## src/rtl/z80_io_initiator_pkg.sv

```systemverilog
// Shared definitions for the Z80-style I/O initiator and its mailbox peer.
//  - Mailbox register map (base address and register offsets).
//  - FSM state encoding for the initiator bus cycle.
//  - Latched request record used for the duration of one bus cycle.
package z80_io_initiator_pkg;

  localparam logic [7:0] MAILBOX_BASE = 8'h80;
  localparam logic [7:0] DATA_OFS     = 8'h00;
  localparam logic [7:0] STATUS_OFS   = 8'h01;

  typedef enum logic [1:0] {
    ST_IDLE   = 2'd0,
    ST_SETUP  = 2'd1,
    ST_STROBE = 2'd2,
    ST_HOLD   = 2'd3
  } state_e;

  typedef struct packed {
    logic       write;
    logic [7:0] addr;
    logic [7:0] wdata;
  } io_req_t;

endpackage

```

## src/rtl/z80_io_initiator_timer.sv

```systemverilog
// z80_phase_timer: loadable down-counter that times each bus phase.
//  clk       in  clock
//  reset     in  synchronous active-high reset (count -> 0)
//  load      in  reload the counter with load_val this cycle
//  load_val  in  CNT_W reload value (phase length minus one)
//  zero      out counter is 0 (last cycle of the current phase)
// The counter decrements while nonzero and parks at 0; it never wraps,
// so a phase stretched by wait just sits at zero.
module z80_phase_timer #(
  parameter int CNT_W = 4
) (
  input  logic             clk,
  input  logic             reset,
  input  logic             load,
  input  logic [CNT_W-1:0] load_val,
  output logic             zero
);

  logic [CNT_W-1:0] cnt_q, cnt_d;

  always_comb begin
    cnt_d = cnt_q;
    if (load)              cnt_d = load_val;
    else if (cnt_q != '0)  cnt_d = cnt_q - 1'b1;
  end

  always_ff @(posedge clk) begin
    if (reset) cnt_q <= '0;
    else       cnt_q <= cnt_d;
  end

  assign zero = (cnt_q == '0);

endmodule

```

## src/rtl/z80_io_initiator.sv

```systemverilog
// z80_io_initiator: Z80-style I/O bus master. Turns single-beat valid/ready
// requests into timed OUT (write) / IN (read) bus cycles with active-low
// strobes and returns a one-cycle response at the end of every cycle.
//
// Optional feature macro: Z80_WAIT_EN (adds z80_wait_b; strobe is stretched
// while the registered wait input is low at the end of the strobe phase).
//
// Ports
//  clk, reset                 clock, synchronous active-high reset
//  req_valid/req_ready        request handshake (ready only in IDLE)
//  req_write/req_addr/wdata   1=OUT 0=IN, 8-bit port address, write data
//  rsp_valid/rsp_rdata        end-of-cycle pulse; read data (0 after write)
//  z80_address_bus            address, held between cycles
//  z80_data_bus_out/_oe       write data and its drive enable
//  z80_data_bus_in            read data from the responder
//  z80_write_strobe_b         active-low write strobe
//  z80_read_strobe_b          active-low read strobe
//  z80_wait_b                 active-low wait (Z80_WAIT_EN only)
module z80_io_initiator
  import z80_io_initiator_pkg::*;
#(
  parameter int SETUP_CYCLES  = 2,
  parameter int STROBE_CYCLES = 4,
  parameter int HOLD_CYCLES   = 2,
  parameter int CNT_W         = 4
) (
  input  logic       clk,
  input  logic       reset,
  input  logic       req_valid,
  output logic       req_ready,
  input  logic       req_write,
  input  logic [7:0] req_addr,
  input  logic [7:0] req_wdata,
  output logic       rsp_valid,
  output logic [7:0] rsp_rdata,
  output logic [7:0] z80_address_bus,
  output logic [7:0] z80_data_bus_out,
  output logic       z80_data_bus_oe,
  input  logic [7:0] z80_data_bus_in,
  output logic       z80_write_strobe_b,
  output logic       z80_read_strobe_b
`ifdef Z80_WAIT_EN
  ,
  input  logic       z80_wait_b
`endif
);

  localparam logic [CNT_W-1:0] SETUP_LD  = CNT_W'(SETUP_CYCLES - 1);
  localparam logic [CNT_W-1:0] STROBE_LD = CNT_W'(STROBE_CYCLES - 1);
  localparam logic [CNT_W-1:0] HOLD_LD   = CNT_W'(HOLD_CYCLES - 1);

  state_e           state_q, state_d;
  io_req_t          req_q, req_d;
  logic [7:0]       rdata_q, rdata_d;
  logic             oe_q, oe_d;
  logic             wr_b_q, wr_b_d;
  logic             rd_b_q, rd_b_d;
  logic             rsp_valid_q, rsp_valid_d;
  logic             ready_q, ready_d;

  logic             tmr_load;
  logic [CNT_W-1:0] tmr_val;
  logic             tmr_zero;
  logic             accept;
  logic             strobe_done;

  assign accept = ready_q && req_valid;

`ifdef Z80_WAIT_EN
  // Wait is flopped once before use; the responder must pull it low within
  // STROBE_CYCLES-1 clocks of strobe fall for it to be seen at count 0.
  logic wait_b_q;
  always_ff @(posedge clk) begin
    if (reset) wait_b_q <= 1'b1;
    else       wait_b_q <= z80_wait_b;
  end
  assign strobe_done = tmr_zero && wait_b_q;
`else
  assign strobe_done = tmr_zero;
`endif

  z80_phase_timer #(.CNT_W(CNT_W)) u_timer (
    .clk      (clk),
    .reset    (reset),
    .load     (tmr_load),
    .load_val (tmr_val),
    .zero     (tmr_zero)
  );

  // State register and all output registers
  always_ff @(posedge clk) begin
    if (reset) begin
      state_q     <= ST_IDLE;
      req_q       <= '0;
      rdata_q     <= 8'h00;
      oe_q        <= 1'b0;
      wr_b_q      <= 1'b1;
      rd_b_q      <= 1'b1;
      rsp_valid_q <= 1'b0;
      ready_q     <= 1'b1;
    end else begin
      state_q     <= state_d;
      req_q       <= req_d;
      rdata_q     <= rdata_d;
      oe_q        <= oe_d;
      wr_b_q      <= wr_b_d;
      rd_b_q      <= rd_b_d;
      rsp_valid_q <= rsp_valid_d;
      ready_q     <= ready_d;
    end
  end

  // Next state and phase-timer reload (every phase entry reloads)
  always_comb begin
    state_d  = state_q;
    tmr_load = 1'b0;
    tmr_val  = '0;
    case (state_q)
      ST_IDLE: if (accept) begin
        state_d  = ST_SETUP;
        tmr_load = 1'b1;
        tmr_val  = SETUP_LD;
      end
      ST_SETUP: if (tmr_zero) begin
        state_d  = ST_STROBE;
        tmr_load = 1'b1;
        tmr_val  = STROBE_LD;
      end
      ST_STROBE: if (strobe_done) begin
        state_d  = ST_HOLD;
        tmr_load = 1'b1;
        tmr_val  = HOLD_LD;
      end
      ST_HOLD: if (tmr_zero) state_d = ST_IDLE;
      default: state_d = ST_IDLE;
    endcase
  end

  // Output register next values
  always_comb begin
    req_d       = req_q;
    rdata_d     = rdata_q;
    oe_d        = oe_q;
    wr_b_d      = wr_b_q;
    rd_b_d      = rd_b_q;
    rsp_valid_d = 1'b0;
    ready_d     = (state_d == ST_IDLE);
    case (state_q)
      ST_IDLE: if (accept) begin
        req_d.write = req_write;
        req_d.addr  = req_addr;
        req_d.wdata = req_wdata;
        oe_d        = req_write;
      end
      ST_SETUP: if (tmr_zero) begin
        // Exactly one strobe falls, chosen by the latched request type
        wr_b_d = ~req_q.write;
        rd_b_d = req_q.write;
      end
      ST_STROBE: if (strobe_done) begin
        wr_b_d  = 1'b1;
        rd_b_d  = 1'b1;
        rdata_d = req_q.write ? 8'h00 : z80_data_bus_in;
      end
      ST_HOLD: if (tmr_zero) begin
        oe_d        = 1'b0;
        rsp_valid_d = 1'b1;
      end
      default: ;
    endcase
  end

  assign req_ready          = ready_q;
  assign rsp_valid          = rsp_valid_q;
  assign rsp_rdata          = rdata_q;
  assign z80_address_bus    = req_q.addr;
  assign z80_data_bus_out   = req_q.wdata;
  assign z80_data_bus_oe    = oe_q;
  assign z80_write_strobe_b = wr_b_q;
  assign z80_read_strobe_b  = rd_b_q;

endmodule

```

## config.mk

```make
export PLATFORM = sky130hd
export DESIGN_NAME = z80_io_initiator
export DESIGN_NICKNAME = d
export VERILOG_FILES = /design/src/rtl/z80_io_initiator_pkg.sv /design/src/rtl/z80_io_initiator_timer.sv /design/src/rtl/z80_io_initiator.sv
export SDC_FILE = /design/constraint.sdc
export NUM_CORES = 1
export LEC_CHECK = 0
export CAP_MARGIN = 10
export CORE_ASPECT_RATIO = 0.7
export CORE_MARGIN = 8
export CORE_UTILIZATION = 45
export CTS_CLUSTER_DIAMETER = 120
export DETAILED_ROUTE_END_ITERATION = 10
export GPL_TIMING_DRIVEN = 0
export PLACE_DENSITY = 0.79
export SLEW_MARGIN = 20
export SYNTH_ARGS = -nofsm -noshare
export SYNTH_HDL_FRONTEND = slang
export SYNTH_SLANG_ARGS = --single-unit
```

## constraint.sdc

```tcl
create_clock -name clk -period 2.45 [get_ports clk]
set_clock_uncertainty 0.1 [all_clocks]
set_input_delay 0.49 -clock clk [delete_from_list [all_inputs] [get_ports clk]]
set_output_delay 0.49 -clock clk [all_outputs]
set_load 0.005 [all_outputs]
```

# Yosys cells after proc, flatten, opt, wreduce, memory -nomap -nowiden

Index checks and enable logic that the tools add are counted.

Bits in registers: 36
Latch bits: 0
RAM bits: 0
Memory bits (read-only): 0
Input port bits: 28
Output and inout port bits: 29
Memories kept: 0

$add $sub $neg: 1
Multipliers: 0
Div/mod/pow operators: 0
$lt $le $gt $ge: 0
Equality and inequality tests: 7
Shifts and indexed selects: 0
Multiplexer cells: 23
Bitwise logic cells: 2
Reduce and logical (&&, ||, !) cells: 14

Operator list:

| operator            | count |
|---|---|
| $mux 2              | 5 |
| $mux 1              | 9 |
| $mux 4              | 2 |
| $mux 8              | 1 |
| $ne 2x2->1 const B  | 4 |
| $pmux 1 s2          | 4 |
| $pmux 2 s4          | 1 |
| $pmux 2 s3          | 1 |
| $reduce_and 3->1    | 2 |
| $reduce_bool 2->1   | 3 |
| $eq 2x2->1 const B  | 2 |
| $logic_not 2->1     | 2 |
| $logic_not 4->1     | 1 |
| $reduce_and 2->1    | 2 |
| $reduce_bool 4->1   | 1 |
| $reduce_or 2->1     | 2 |
| $sub 4x1->4 const B | 1 |
| $eq 2x1->1 const B  | 1 |
| $not 1->1           | 2 |
| $logic_and 1x1->1   | 1 |

# Logic depth before layout (Yosys ltp)

Gate-level depths: netlist (run 1).

Word-level depth: 4
Depth in mapped cells: 7

# Modules after synthesis

From an unflattened synthesis (run 1), not the netlist that was laid out.

Cells, all modules: 204
Area, all modules: 1704.1 um^2

Modules (own cells, without submodules):

| module           | instances | cells an instance | area an instance (um^2) | seq. area each (um^2) |
|---|---|---|---|---|
| z80_io_initiator | 1         | 180               | 1475.2                  | 640.6 |
| z80_phase_timer  | 1         | 24                | 229.0                   | 80.1 |

# Worst setup path before layout (run 1)

OpenSTA, ideal clock, no wires.

Kind: reg2reg
From: register u_timer.cnt_q[0]
To: register ready_q, in the netlist req_ready
Library setup time: 0.125 ns
Arrival: 1.538 ns
Setup slack: 0.687 ns
Cell stages (with the launch flop): 7
Path through: dfxtp_1 inv_1 ha_1 or3b_1 buf_6 a221o_1 a2bb2oi_2

Word-level cells in the longest chain between the ends: 4
Elaborated cells between the ends (all ways): 6

Ends and longest elaborated chain:

| what                             | RTL line                                                                  | source |
|---|---|---|
| start, declared                  | z80_io_initiator_timer.sv:19                                              | `logic [CNT_W-1:0] cnt_q, cnt_d;` |
| start signal, assigned           | z80_io_initiator_timer.sv:29                                              | `else cnt_q <= cnt_d;` |
| $logic_not 4->1 (*)              | z80_io_initiator_timer.sv:32                                              | `assign zero = (cnt_q == '0);` |
| $mux 2, on equally long branches | z80_io_initiator.sv:134, z80_io_initiator.sv:124, z80_io_initiator.sv:129 |  |
| $pmux 2 s4 (*)                   | z80_io_initiator.sv:118                                                   | `case (state_q)` |
| $logic_not 2->1 (*)              | z80_io_initiator.sv:147                                                   | `ready_d = (state_d == ST_IDLE);` |
| end signal, assigned             | z80_io_initiator.sv:109                                                   | `ready_q <= ready_d;` |
| end, declared                    | z80_io_initiator.sv:59                                                    | `logic ready_q, ready_d;` |

Every way passes the cells marked *; elsewhere a longest branch is shown, timed or not.
A chain may end at the register's enable or synchronous reset.

# Final worst setup path (run 1)

From: input req_valid
To: register req_q, in the netlist z80_address_bus[3]

Word-level cells in the longest chain between the ends: 2

Ends and longest elaborated chain:

| what                       | RTL line                | source |
|---|---|---|
| start, declared            | z80_io_initiator.sv:29  | `input logic req_valid,` |
| $logic_and 1x1->1          | z80_io_initiator.sv:67  | `assign accept = ready_q && req_valid;` |
| $reduce_and 2->1 (no line) | -                       |  |
| end signal, assigned       | z80_io_initiator.sv:103 | `req_q <= req_d;` |
| end, declared              | z80_io_initiator.sv:53  | `io_req_t req_q, req_d;` |

No other way between the ends.

==> results.py, run 1 <==
metrics = {
    "outcome": {
        "outcome": "finished, final reports clean",
    },
    "critical_path": {
        "r2r-start": "state_q[1]$_SDFF_PP0_",
        "arrival_ps": 2140,
        "start_kind": "input pin",
        "reg2reg_depth": 7,
        "worstPathRequired_ps": 2560,
        "r2r_slack_ps": 490,
        "reg2reg_to": "z80_address_bus[3]$_SDFFE_PP0N_",
        "end_kind": "flip-flop",
        "crit_type": "input pin to flip-flop",
        "worstPathMaxFanout": 10,
    },
    "cts": {
        "cts_tree": "built",
        "hold_buffers": 0,
        "clk_pin_slew_ps": 70,
        "clk_latency_ps": 280,
        "cts_setup_buffers": 0,
        "cts-root-buf": "clkbuf_8",
        "cts.sinks": 36,
        "cts_buffers": 5,
        "cts_max_level": 2,
        "cts_resized": 0,
        "cts_buffer_depth": 2,
    },
    "logic_synthesis": {
        "synth-main-ff-cell": "dfxtp_1",
        "synth.net_count": 239,
        "synthTopCellsByArea": "dfxtp_1 42%, nand2_1 9.3%, a21oi_1 7.5%, buf_4 6.9%, ha_1 5.8%",
        "synthesis.area_sq_um": 1730,
        "yosys.area.top_type": "dfxtp_1",
        "yosys_warnings": 0,
        "synth_edf_count": 0,
        "synth_most_common_cell": "nand2_1",
        "synth_commonest_cells": "43 x nand2_1, 36 x dfxtp_1, 26 x a21oi_1",
        "seq_area_frac_synth_pct": 41.7,
        "syn_avg_cell_area_sq_um": 8.52,
        "synth_top_area_share_pct": 41.7,
        "netlist_instances": 203,
        "ys_types": 38,
        "async_flop_share_pct": 0,
        "synth_seq_cells": 36,
    },
    "placed_design": {
        "routabilityCongestion": 0.814,
        "placed_area_sq_um": 2340,
        "post-place-ws_ps": 121,
        "hpwl_mm": 3.15,
        "portBuffers": 55,
    },
    "min_path": {
        "hp-class": "flip-flop to flip-flop",
        "hold_path_depth": 2,
        "hp-start": "rsp_rdata[3]$_SDFFE_PP0P_",
        "whs_endpoint": "rsp_rdata[3]$_SDFFE_PP0P_",
    },
    "drt": {
        "routed_wl_mm": 4.17,
        "route.detailed.drc": 0,
        "drt_pass1_iterations": 4,
        "drt-initial-drc-count": 49,
        "viasPerCell": 4.80,
        "ant_nets": 0,
        "vias": 1525,
        "wl_per_cell_microns": 13.1,
    },
    "floorplan": {
        "io_pins": 57,
        "die_h_microns": 67.9,
        "design.die.area_sq_um": 6110,
        "rows": 19,
        "start_util_pct": 45.5,
        "die_x_microns": 90.1,
        "core_region_area_sq_um": 3800,
    },
    "timing": {
        "min_period_ps": 2030,
        "timing.setup.tns_ps": 0,
        "tightest_slew_ps": 636,
        "setup_viol": 0,
        "slew_violations": 0,
        "fmax_mhz": 492,
        "hold_violations": 0,
        "setup_ws_ps": 419,
        "grt_setup_unrepaired": "no",
        "fin_crit_sh_pct": 82.9,
        "slew_headroom_pct": 57.5,
    },
    "layout": {
        "fin_area_sq_um": 2440,
        "fin_nets": 301,
        "layout-drive-gt1-share_pct": 11.7,
        "fin_util_pct": 64.1,
        "fill_cells": 322,
        "diodes": 0,
        "area_delta_synth_final_pct": 41.0,
    },
    "global_routing": {
        "grt_usage_pct": 14.1,
        "grt_max_degree": 12,
        "antenna_found_initial": 0,
        "grt_pass1_vias": 1490,
        "grt_pass1_wl_mm": 7.01,
        "gr-total-overflow": 0,
    },
    "pwr": {
        "p_per_area_nw_per_um2": 993,
        "power_leakage_nw": 0.909,
        "power_mw": 2.42,
        "max-vdd-ir-drop_mv": 0.775,
    },
    "run": {
        "cap_violations": 0,
    },
}
-- routing by layer --
metal	GRT usage, %	routed length, microns	vias up
li1	-	-	800
met1	18.3	2120	678
met2	21.8	1750	42
met3	4.82	261	5
met4	4.33	30	0
met5	0	0	-
-- metrics by stage --
stage / cells / hold WS, ps
after floorplan: 203 / 337
after global placement: 310 / 337
after detailed placement: 310 / 344
after CTS: 318 / 354
after global routing: 318 / 379
final: 318 / 351
-- how the worst max path moves through the flow --
stage / slack (ps) / start / to
2_1_floorplan: 690 / u_timer.cnt_q[0]$_SDFFE_PP0P_ / req_ready$_SDFF_PP1_
3_3_place_gp: 150 / req_valid / z80_address_bus[3]$_SDFFE_PP0N_
3_5_place_dp: 120 / req_valid / z80_address_bus[3]$_SDFFE_PP0N_
4_1_cts: 410 / req_valid / z80_address_bus[3]$_SDFFE_PP0N_
5_1_grt: 220 / req_valid / z80_address_bus[4]$_SDFFE_PP0N_
6_report: 420 / req_valid / z80_address_bus[3]$_SDFFE_PP0N_
-- power breakdown --
part	total, mW	internal, mW	switching [mW]
Sequential	0.814	0.719	0.0948
Combinational	1.17	0.611	0.562
Clock	0.435	0.228	0.207
-- layout make-up --
| cell class | instances | area [sq um] | area share [%] |
|---|---|---|---|
| timing repair buffer | 55 | 551 | 22.6 |
| sequential | 36 | 721 | 29.6 |
| clock buffer | 7 | 86.3 | 3.54 |
| inverter | 7 | 26.3 | 1.08 |
| buffer | 29 | 184 | 7.54 |
| multi-input combinational | 131 | 798 | 32.7 |
| clock inverter | 1 | 7.51 | 0.308 |
| tap | 52 | 65.1 | 2.67 |
-- kinds of logic after synthesis --
| family | synth area share (%) |
|---|---|
| xor gates and xnor gates | 1.01 |
| DFF | 41.7 |
| adders and majority gates | 5.79 |
| muxes | 0.579 |
| buffers and inverters | 12.2 |
| and+or+nand+nor | 22.9 |
| AOI/OAI and AO/OA | 15.9 |
-- flip-flops by register name, indices dropped and copies added (netlist names) --
signal              flops
rsp_rdata               8
u_timer.cnt_q           4
z80_write_strobe_b      1
z80_data_bus_oe         1
z80_read_strobe_b       1
req_q                   1
req_ready               1
state_q                 2
z80_address_bus         8
z80_data_bus_out        8
rsp_valid               1
-- cells in the final DEF (no fill, tap or decap), types with 2 or more instances in the layout --
cell type | Yosys | routed
buf_1 | 3 | 3
xnor2_1 | 2 | 2
nand4bb_1 | 2 | 2
buf_4 | 16 | 16
nand3_1 | 5 | 5
nand2_1 | 43 | 43
a31oi_1 | 3 | 3
nor4_1 | 3 | 3
nor3_1 | 3 | 3
clkdlybuf4s50_1 | 0 | 55
nor3b_1 | 2 | 2
dfxtp_1 | 36 | 36
ha_1 | 8 | 8
buf_6 | 2 | 2
a21oi_1 | 26 | 26
clkbuf_1 | 8 | 9
nand3b_1 | 8 | 8
nor2_1 | 6 | 6
clkbuf_8 | 0 | 6
inv_1 | 7 | 7
-- critical path, stage by stage --
cell	delay [ps]
clkdlybuf4s50_1	520
and3_1	160
clkbuf_1	360
buf_1	380
nand2_1	100
a21oi_1	120
Note: power is estimated with default switching activity, not from simulation.
==> inputs of run 2 (changes only) <==
clock period = 2.05 ns   (was 2.45 ns; I/O delays follow)
==> results.py, run 2 (same netlist as run 1, synthesis figures left out) <==
metrics = {
    "drt": {
        "drt_pass1_iterations": 4,
        "routed_wl_mm": 4.17,
        "vias": 1519,
        "route.detailed.drc": 0,
        "viasPerCell": 4.79,
        "wl_per_cell_microns": 13.1,
        "drt-initial-drc-count": 60,
        "ant_nets": 0,
    },
    "global_routing": {
        "grt_pass1_vias": 1490,
        "grt_max_degree": 12,
        "grt_usage_pct": 14.1,
        "antenna_found_initial": 0,
        "gr-total-overflow": 0,
        "grt_pass1_wl_mm": 7.01,
    },
    "pwr": {
        "p_per_area_nw_per_um2": 1190,
        "power_mw": 2.89,
        "power_leakage_nw": 0.910,
        "max-vdd-ir-drop_mv": 0.920,
    },
    "min_path": {
        "hp-start": "rsp_rdata[3]$_SDFFE_PP0P_",
        "whs_endpoint": "rsp_rdata[3]$_SDFFE_PP0P_",
        "hold_path_depth": 2,
        "hp-class": "flip-flop to flip-flop",
    },
    "layout": {
        "final_cell_mix": "55 x clkdlybuf4s50_1, 43 x nand2_1, 36 x dfxtp_1, 26 x a21oi_1, 16 x buf_4",
        "fin_area_sq_um": 2440,
        "diodes": 0,
        "multi_input_area_sq_um": 801,
        "fill_cells": 321,
        "area_delta_synth_final_pct": 41.0,
        "layout-drive-gt1-share_pct": 12.5,
        "mostFrequentLayoutCell": "clkdlybuf4s50_1",
        "final-seq-area_sq_um": 721,
        "fin_nets": 300,
    },
    "run": {
        "cap_violations": 0,
    },
    "floorplan": {
        "die_h_microns": 67.9,
        "io_pins": 57,
        "design.die.area_sq_um": 6110,
        "start_util_pct": 45.5,
        "core_region_area_sq_um": 3800,
        "die_x_microns": 90.1,
        "rows": 19,
    },
    "cts": {
        "cts_resized": 0,
        "clk_pin_slew_ps": 70,
        "cts_buffers": 5,
        "cts_setup_buffers": 0,
        "cts_tree": "built",
        "hold_buffers": 0,
        "cts_max_level": 2,
        "clk_latency_ps": 280,
        "cts-root-buf": "clkbuf_8",
        "cts.sinks": 36,
        "cts_buffer_depth": 2,
    },
    "timing": {
        "tightest_slew_ps": 655,
        "slew_violations": 0,
        "grt_setup_unrepaired": "no",
        "min_period_ps": 1900,
        "setup_viol": 0,
        "hold_violations": 0,
        "whs_ps": 351,
        "slew_headroom_pct": 56.2,
        "timing.setup.tns_ps": 0,
        "fin_crit_sh_pct": 92.5,
        "fmax_mhz": 527,
    },
    "critical_path": {
        "start_kind": "flip-flop",
        "r2r-start": "u_timer.cnt_q[0]$_SDFFE_PP0P_",
        "worstPathMaxFanout": 8,
        "end_kind": "flip-flop",
        "r2r_slack_ps": 150,
        "reg2reg_to": "req_ready$_SDFF_PP1_",
        "arrival_ps": 2010,
        "worstPathRequired_ps": 2170,
        "crit_type": "flip-flop to flip-flop",
        "reg2reg_depth": 6,
    },
    "placed_design": {
        "hpwl_mm": 3.15,
        "portBuffers": 55,
        "routabilityCongestion": 0.814,
        "placed_area_sq_um": 2340,
    },
    "outcome": {
        "outcome": "finished, final reports clean",
    },
}
run 2: routing by layer:
| layer | vias to the layer above | share of wire, % | global-route usage [%] |
|---|---|---|---|
| met3 | 5 | 5.7 | 4.82 |
| met5 | - | 0 | 0 |
| met4 | 0 | 0.72 | 4.33 |
| met2 | 40 | 42 | 21.8 |
| met1 | 678 | 51 | 18.3 |
| li1 | 796 | - | - |
run 2: through the flow:
| stage | cells | worst slack, ps | utilization (%) |
|---|---|---|---|
| 2_1_floorplan | 203 | 287 | - |
| 3_3_place_gp | 310 | -170 | 61.6 |
| 3_5_place_dp | 310 | -199 | 61.6 |
| 4_1_cts | 318 | 72.7 | 64.1 |
| 5_1_grt | 317 | 1.34 | 64.1 |
| 6_report | 317 | 153 | 64.1 |
run 2: how the worst max path moves through the flow:
stage          slack (ps)                          start                              end  cells after the start
3_5_place_dp         -200                      req_valid  z80_address_bus[3]$_SDFFE_PP0N_                      6
6_report              150  u_timer.cnt_q[0]$_SDFFE_PP0P_             req_ready$_SDFF_PP1_                      6
4_1_cts                70          state_q[1]$_SDFF_PP0_  z80_address_bus[3]$_SDFFE_PP0N_                      7
5_1_grt                 1          state_q[0]$_SDFF_PP0_        rsp_rdata[0]$_SDFFE_PP0P_                      6
3_3_place_gp         -170                      req_valid  z80_address_bus[3]$_SDFFE_PP0N_                      6
2_1_floorplan         290  u_timer.cnt_q[0]$_SDFFE_PP0P_             req_ready$_SDFF_PP1_                      6
run 2: layout make-up:
type | count | area share (%)
clock buffers | 7 | 3.54
well taps | 52 | 2.67
repair buffers | 55 | 22.6
flip-flops and latches | 36 | 29.6
clock inverters | 1 | 0.308
inverters | 7 | 1.08
plain buffers | 28 | 7.44
multi-input cells | 131 | 32.8
run 2: worst max-delay path, stage by stage, from the launching register on:
cell and delay, ps:
dfxtp_1 350, inv_1 90, ha_2 220, or3b_1 370, buf_6 150, a2111oi_4 390
a2bb2oi_2 170
run 2: report_power, final:
group	internal [mW]	total [mW]	leakage, nW	switching (mW)
logic	0.731	1.40	0.572	0.670
registers	0.860	0.974	0.294	0.114
clock network	0.273	0.518	0.0445	0.245
